File: config.mk
export PLATFORM = sky130hd
export DESIGN_NAME = detector_jogada
export DESIGN_NICKNAME = d
export VERILOG_FILES = /design/src/rtl/detector_jogada_pkg.sv /design/src/rtl/sincronizador_2ff.sv /design/src/rtl/detector_jogada.sv
export SDC_FILE = /design/constraint.sdc
export NUM_CORES = 1
export LEC_CHECK = 0
export BUFFER_PORTS_ARGS = -buffer_cell sky130_fd_sc_hd__buf_2
export CORE_MARGIN = 3
export CORE_UTILIZATION = 55
export CTS_BUF_LIST = sky130_fd_sc_hd__clkbuf_8
export CTS_CLUSTER_DIAMETER = 150
export DETAILED_ROUTE_END_ITERATION = 10
export GPL_TIMING_DRIVEN = 1
export PLACE_DENSITY = 0.83
export SYNTH_ARGS = -nofsm -noshare
export SYNTH_HDL_FRONTEND = slang
export SYNTH_SLANG_ARGS = --single-unit
File: constraint.sdc
create_clock -name clock -period 5.85 [get_ports clock]
set_input_delay 1.17 -clock clock [delete_from_list [all_inputs] [get_ports clock]]
set_output_delay 1.17 -clock clock [all_outputs]
set_load 0.05 [all_outputs]
File: src/rtl/detector_jogada_pkg.sv
// -----------------------------------------------------------------------------
// detector_jogada_pkg
// Shared game package: FSM state encodings for the press detector, the
// default number of note buttons, and a lowest-set-bit helper.
// -----------------------------------------------------------------------------
package detector_jogada_pkg;

  // Default number of note buttons on the instrument.
  localparam int unsigned NUM_BOTOES_PADRAO = 7;

  // Press-detector states; the encoding is visible on db_estado.
  typedef enum logic [1:0] {
    SOLTO       = 2'd0,
    PRESSIONADO = 2'd1,
    SOLTANDO    = 2'd2
  } estado_t;

  // Index of the lowest set bit of an up-to-8-bit vector; 0 when empty.
  function automatic logic [2:0] indice_menor_bit(input logic [7:0] v);
    logic [2:0] idx;
    idx = 3'd0;
    // Scan downwards so the lowest set bit wins.
    for (int i = 7; i >= 0; i--) begin
      if (v[i]) idx = 3'(i);
    end
    return idx;
  endfunction

endpackage

File: src/rtl/sincronizador_2ff.sv
// -----------------------------------------------------------------------------
// sincronizador_2ff
// Two-flop synchronizer bringing an asynchronous vector into the clock domain.
// Ports:
//   i_clk   - destination clock
//   i_rst_n - asynchronous active-low reset (clears both stages)
//   i_d     - asynchronous input vector
//   o_q     - synchronized vector (second stage)
// -----------------------------------------------------------------------------
module sincronizador_2ff #(
  parameter int unsigned WIDTH = 1
) (
  input  logic             i_clk,
  input  logic             i_rst_n,
  input  logic [WIDTH-1:0] i_d,
  output logic [WIDTH-1:0] o_q
);

  logic [WIDTH-1:0] r_s1;
  logic [WIDTH-1:0] r_s2;

  always_ff @(posedge i_clk or negedge i_rst_n) begin
    if (!i_rst_n) begin
      r_s1 <= '0;
      r_s2 <= '0;
    end else begin
      r_s1 <= i_d;
      r_s2 <= r_s1;
    end
  end

  assign o_q = r_s2;

endmodule

File: src/rtl/detector_jogada.sv
// -----------------------------------------------------------------------------
// detector_jogada
// Debounces the raw note buttons and emits one registered pulse per accepted
// press, capturing the button combination pressed.
// Ports:
//   clock                 - system clock, rising edge
//   reset                 - asynchronous active-low reset
//   botoes                - raw asynchronous button levels
//   botoes_estaveis       - debounced button vector
//   tem_jogada            - one-cycle pulse per accepted press
//   tem_botao_pressionado - any debounced button high
//   botoes_jogada         - debounced vector captured at the press
//   codigo_botao          - index of lowest set bit of botoes_jogada
//   multiplos             - more than one bit set in botoes_jogada
//   db_estado             - current FSM state (debug)
// -----------------------------------------------------------------------------
module detector_jogada
  import detector_jogada_pkg::*;
#(
  parameter int unsigned NUM_BOTOES      = NUM_BOTOES_PADRAO,
  parameter int unsigned DEBOUNCE_CICLOS = 50000
) (
  input  logic                  clock,
  input  logic                  reset,
  input  logic [NUM_BOTOES-1:0] botoes,
  output logic [NUM_BOTOES-1:0] botoes_estaveis,
  output logic                  tem_jogada,
  output logic                  tem_botao_pressionado,
  output logic [NUM_BOTOES-1:0] botoes_jogada,
  output logic [2:0]            codigo_botao,
  output logic                  multiplos,
  output logic [1:0]            db_estado
);

  localparam int unsigned CW = $clog2(DEBOUNCE_CICLOS);
  localparam logic [CW-1:0] CONT_MAX = CW'(DEBOUNCE_CICLOS - 1);
  localparam logic [CW-1:0] CONT_UM  = CW'(1);
  localparam logic [NUM_BOTOES-1:0] VET_UM = NUM_BOTOES'(1);

  logic [NUM_BOTOES-1:0] w_s2;
  logic [NUM_BOTOES-1:0] r_candidato;
  logic [CW-1:0]         r_cont;
  logic [NUM_BOTOES-1:0] r_estaveis;
  logic [NUM_BOTOES-1:0] r_jogada;
  logic                  r_tem_jogada;
  estado_t               r_estado;

  sincronizador_2ff #(
    .WIDTH (NUM_BOTOES)
  ) u_sinc (
    .i_clk   (clock),
    .i_rst_n (reset),
    .i_d     (botoes),
    .o_q     (w_s2)
  );

  // Debounce: any change restarts the count; the candidate is accepted once
  // the count reaches its top, where it then saturates.
  always_ff @(posedge clock or negedge reset) begin
    if (!reset) begin
      r_candidato <= '0;
      r_cont      <= '0;
      r_estaveis  <= '0;
    end else if (w_s2 != r_candidato) begin
      r_candidato <= w_s2;
      r_cont      <= '0;
    end else if (r_cont == CONT_MAX) begin
      r_estaveis <= r_candidato;
    end else begin
      r_cont <= r_cont + CONT_UM;
    end
  end

  // Press FSM with registered pulse and capture.
  always_ff @(posedge clock or negedge reset) begin
    if (!reset) begin
      r_estado     <= SOLTO;
      r_tem_jogada <= 1'b0;
      r_jogada     <= '0;
    end else begin
      r_tem_jogada <= 1'b0;
      case (r_estado)
        SOLTO: begin
          if (r_estaveis != '0) begin
            r_estado     <= PRESSIONADO;
            r_tem_jogada <= 1'b1;
            r_jogada     <= r_estaveis;
          end
        end
        PRESSIONADO: begin
          if (r_estaveis == '0) r_estado <= SOLTANDO;
        end
        SOLTANDO: begin
          // A reappearing button returns to the held state without a new pulse.
          r_estado <= (r_estaveis == '0) ? SOLTO : PRESSIONADO;
        end
        default: r_estado <= SOLTO;
      endcase
    end
  end

  assign botoes_estaveis       = r_estaveis;
  assign tem_jogada            = r_tem_jogada;
  assign tem_botao_pressionado = (r_estaveis != '0);
  assign botoes_jogada         = r_jogada;
  assign codigo_botao          = indice_menor_bit(8'(r_jogada));
  // Clearing the lowest set bit leaves something only if two or more were set.
  assign multiplos             = ((r_jogada & (r_jogada - VET_UM)) != '0);
  assign db_estado             = r_estado;

endmodule
==> impl_results.rst <==
.. list-table::
   :header-rows: 1

   * - Metric
     - Value
   * - # Max-Cap Violations
     - 0
   * - Setup tns final
     - 0 ns
   * - Worst hold path class
     - flip-flop to flip-flop
   * - Cell row count
     - 22
   * - Power per cell area
     - 243 nW/µm²
   * - Worst-Margin Slew
     - ~0.65 ns
   * - Nature of the critical path endpoint
     - output pin
   * - Final #Nets
     - 219
   * - Fraction of power consumed by sequential logic
     - 0.626
   * - Clock slew at the register clock pins of the worst setup and hold paths
     - about 0.10 ns
   * - Xor and xnor fraction of the mapped netlist area
     - 0.0660
   * - Die area
     - between 4000 and 5000 µm²
   * - Post-synthesis cell area
     - 2260 µm²
   * - Filler cell count in the final layout
     - 290
   * - Slew HR
     - 0.567
   * - Leakage power of the design
     - 1.21 nW
   * - Syn Nets
     - 191
   * - Final setup violation count
     - 0
   * - Initial antenna violation count
     - 0
   * - Net switching fraction of the power
     - 0.228
   * - CTS Buf Count
     - 5
   * - Minimum clock period
     - 3.12 ns
   * - Latest clock arrival within the worst-skew pair
     - 0.31 ns
   * - Maximum number of pins on one net before global-route repair
     - 55
   * - Maximum vdd ir drop
     - approximately 0.20 mV
   * - Number of vias after detailed routing
     - between 1,000 and 1,500
   * - Post-route worst hold slack
     - 0.357 ns
   * - RSZ-0062 raised after global routing
     - false
   * - Combined global-route utilization of all metal layers
     - 0.159
   * - Final-report hold violation count
     - 0
   * - Placeable core area
     - 3800 µm²
   * - Power spent charging and discharging nets
     - 0.140 mW
   * - CTS Sinks
     - 54
   * - Count of distinct cell types in the synthesized netlist
     - 39
   * - Die boundary height
     - 70.0 µm
   * - Routed length on met3
     - 107 µm
   * - Share of synthesized cell area in full adder, half adder and majority cells
     - 0.00998
   * - Maximum level of the CTS H-tree
     - 2
   * - Sum of routed wire segments on met1
     - 1800 µm
   * - Cell Int Power
     - 0.474 mW
   * - Combinational family with the most area after synthesis
     - simple AND/OR/NAND/NOR gates
   * - R2R cell count
     - 4
   * - Top routing layer in use
     - met4
   * - Arrival time reported for the critical path endpoint
     - 1.95 ns
   * - Count of input and output buffers
     - 30
   * - Run status
     - complete, no violations
   * - Share of the cycle needed by the critical path after routing
     - 0.534
   * - Number of antenna diodes
     - 0
   * - Number of nets with antenna violations after detailed routing
     - 0
   * - Endpoint of the lowest-slack register-to-register path
     - botoes_estaveis[5]$_DFFE_PN0P_
   * - WP data required
     - approximately 4.7 ns
   * - Synth-to-layout area growth
     - 11.9%
   * - Mean routed wirelength per cell
     - ~14 µm
   * - Combinational cell fraction of total power
     - 0.025
   * - Average cell area after synthesis
     - 12.5 µm²
   * - Number of setup buffers added after CTS
     - 0
   * - Buffers from clock root to sink, at most
     - 2
   * - Effective utilization at floorplan
     - 0.594
   * - Number of register bits inferred by synthesis
     - 54
   * - Timing endpoint of the critical path
     - multiplos
   * - Total length of routed wires
     - between 3000 and 4000 µm
   * - Share of synthesized area spent on multiplexers
     - 0.0860
   * - Area fraction in and, or, nand and nor cells after synthesis
     - 0.174
   * - Chain of cells forming the critical path
     - or3_1 > maj3_1 > nor3_1 > o22ai_1 > buf_2
   * - Startpoint of the most critical register-to-register path
     - r_cont[12]$_DFFE_PN0N_
   * - Die W
     - 70.0 µm
   * - Yosys warnings
     - 0
   * - Post-Syn Instances
     - 181
   * - Post-synth EDFFs
     - 0
   * - First-pass GRT wire length
     - 6310 µm
   * - Critical path start-end classification
     - flip-flop to output pin
   * - CP max stage cell
     - sky130_fd_sc_hd__dfrtp_1
   * - Min-delay src
     - u_sinc.r_s1[4]$_DFF_PN0_
   * - Setup slack on the worst flop-to-flop path
     - 3.61 ns
   * - Seq/Total Area, Yosys
     - 0.599
   * - Clock power share
     - 0.349
   * - Hold Buf Count CTS
     - 0
   * - Compound-Gate Fraction of Synth Area
     - 0.0405
   * - Maximum operating frequency
     - 320 MHz
   * - Iteration-0 DRC Markers
     - 89
   * - Worst Clk Skew
     - approximately 0.0067 ns
   * - Flip-flop cell with the highest count after synthesis
     - sky130_fd_sc_hd__dfrtp_1
   * - Cell at the root of the clock tree
     - sky130_fd_sc_hd__clkbuf_8
   * - Top-Level Pins
     - 31
   * - Via-to-Cell Ratio
     - 5.45
   * - Ratio of cells with drive above 1 in the final layout
     - 0.286
   * - Sum of met2 wire segment lengths after detailed routing
     - 1640 µm
   * - Number of global-route vias before repair
     - 1,361
   * - Max-slew violation count
     - 0
   * - Async set or reset register ratio after synthesis
     - 1.00
   * - Global placer's final weighted congestion
     - ~0.85
   * - CTS tree
     - done
   * - Resized Gates After CTS
     - 0
   * - Crit-path max FO
     - 7
   * - DRC Markers
     - 0
   * - Critical path launch point
     - botoes_jogada[5]$_DFFE_PN0P_
   * - GR Overflow Total
     - 0
   * - Kind of launch point of the worst setup path
     - flip-flop
   * - Post-DP HPWL
     - 2540 µm
   * - Slowest stage delay, CP
     - 0.45 ns
   * - 1st-pass router iterations
     - 4
==> logic make-up (layout without fill, tap and decap cells) <==
| logic type | Yosys count | count (layout) |
|---|---|---|
| XOR/XNOR | 17 | 17 |
| multiplexers | 15 | 15 |
| buffers and inverters | 13 | 42 |
| AND/OR/NAND/NOR | 65 | 65 |
| AO/OA/AOI/OAI | 15 | 15 |
| flip-flops | 54 | 54 |
| adder cells (fa/ha/maj) | 2 | 2 |
==> critical path: cells and delay by family, from the launching register on <==
| kind | cells | cell delay, ns |
|---|---|---|
| AO/OA/AOI/OAI | 1 | 0.09 |
| buffers and inverters | 1 | 0.22 |
| adder cells (fa/ha/maj) | 1 | 0.36 |
| flip-flops | 1 | 0.45 |
| AND/OR/NAND/NOR | 2 | 0.53 |
==> routing by layer <==
layer  vias up  track usage
met5         -            0
li1        684            -
met1       697        0.227
met2        20        0.242
met4         0       0.0489
met3         6       0.0388
==> cell usage in the layout, fill, tap and decap left out, drive strengths merged, types with 2 or more instances in the layout <==
cell    instances
clkbuf          5
o21ai           3
nor2           20
inv             5
or3             3
nor3            6
nand2b          3
nor4            6
and3            2
and2            3
mux2           14
xor2            7
a21oi           7
nand4           4
nand2           4
xnor2          10
dfrtp          54
buf            31
nand3           7
==> power by group through the flow <==
stage	sequential, mW	combinational [mW]	clock, mW
floorplan	0.391	0.00676	0
global placement	0.392	0.0159	0
detailed placement	0.392	0.0162	0
CTS	0.385	0.0163	0.220
global route	0.386	0.0182	0.240
finish	0.385	0.0156	0.214
==> final cells by class <==
type	instances	area (µm²)	share of cell area
flip-flops and latches	54	1350	0.535
well taps	48	60.1	0.0238
clock inverters	3	26.3	0.0104
clock buffers	5	68.8	0.0273
multi-input cells	114	848	0.336
repair buffers	31	158	0.0625
inverters	3	11.3	0.00446
==> through the flow <==
step	power [mW]	cell area [µm²]	utilization	instances	setup WS, ns
2_1_floorplan	0.398	2260	-	181	2.79
3_3_place_gp	0.407	2430	0.639	250	3.09
3_5_place_dp	0.408	2430	0.639	250	3.07
4_1_cts	0.621	2520	0.664	258	2.72
5_1_grt	0.643	2520	0.664	258	2.56
6_report	0.614	2520	0.664	258	2.73
==> synthesized netlist by cell type, types with 2 or more instances <==
master,instances,share of area
sky130_fd_sc_hd__xor2_1,7,0.027
sky130_fd_sc_hd__inv_1,3,0.0050
sky130_fd_sc_hd__and2_1,3,0.0083
sky130_fd_sc_hd__a21oi_1,7,0.016
sky130_fd_sc_hd__clkbuf_1,9,0.015
sky130_fd_sc_hd__o21ai_0,3,0.0067
sky130_fd_sc_hd__nor2_1,20,0.033
sky130_fd_sc_hd__mux2_4,7,0.047
sky130_fd_sc_hd__nand2_1,4,0.0067
sky130_fd_sc_hd__or3_1,2,0.0055
sky130_fd_sc_hd__nand3_1,7,0.016
sky130_fd_sc_hd__nand2b_1,3,0.0083
sky130_fd_sc_hd__nand4_1,4,0.011
sky130_fd_sc_hd__nor4_1,4,0.011
sky130_fd_sc_hd__dfrtp_1,54,0.60
sky130_fd_sc_hd__nor3_1,5,0.011
sky130_fd_sc_hd__xnor2_1,10,0.039
sky130_fd_sc_hd__mux2_2,7,0.035
sky130_fd_sc_hd__and3_1,2,0.0055
==> flip-flops by register name (all words and copies together), names as in the netlist <==
signal,cells
botoes_jogada,7
db_estado,2
u_sinc.r_s1,7
u_sinc.o_q,7
r_cont,16
tem_jogada,1
botoes_estaveis,7
r_candidato,7
==> worst min path at each step <==
stage                     depth (start not counted)                       to  slack, ns
final                                             0  u_sinc.o_q[4]$_DFF_PN0_       0.36
after global routing                              0  u_sinc.o_q[3]$_DFF_PN0_       0.37
after detailed placement                          0  u_sinc.o_q[2]$_DFF_PN0_       0.34
after global placement                            0  u_sinc.o_q[5]$_DFF_PN0_       0.33
after CTS                                         0  u_sinc.o_q[2]$_DFF_PN0_       0.36
after floorplan                                   0  u_sinc.o_q[0]$_DFF_PN0_       0.33
Power figures use the tool's default switching activity.
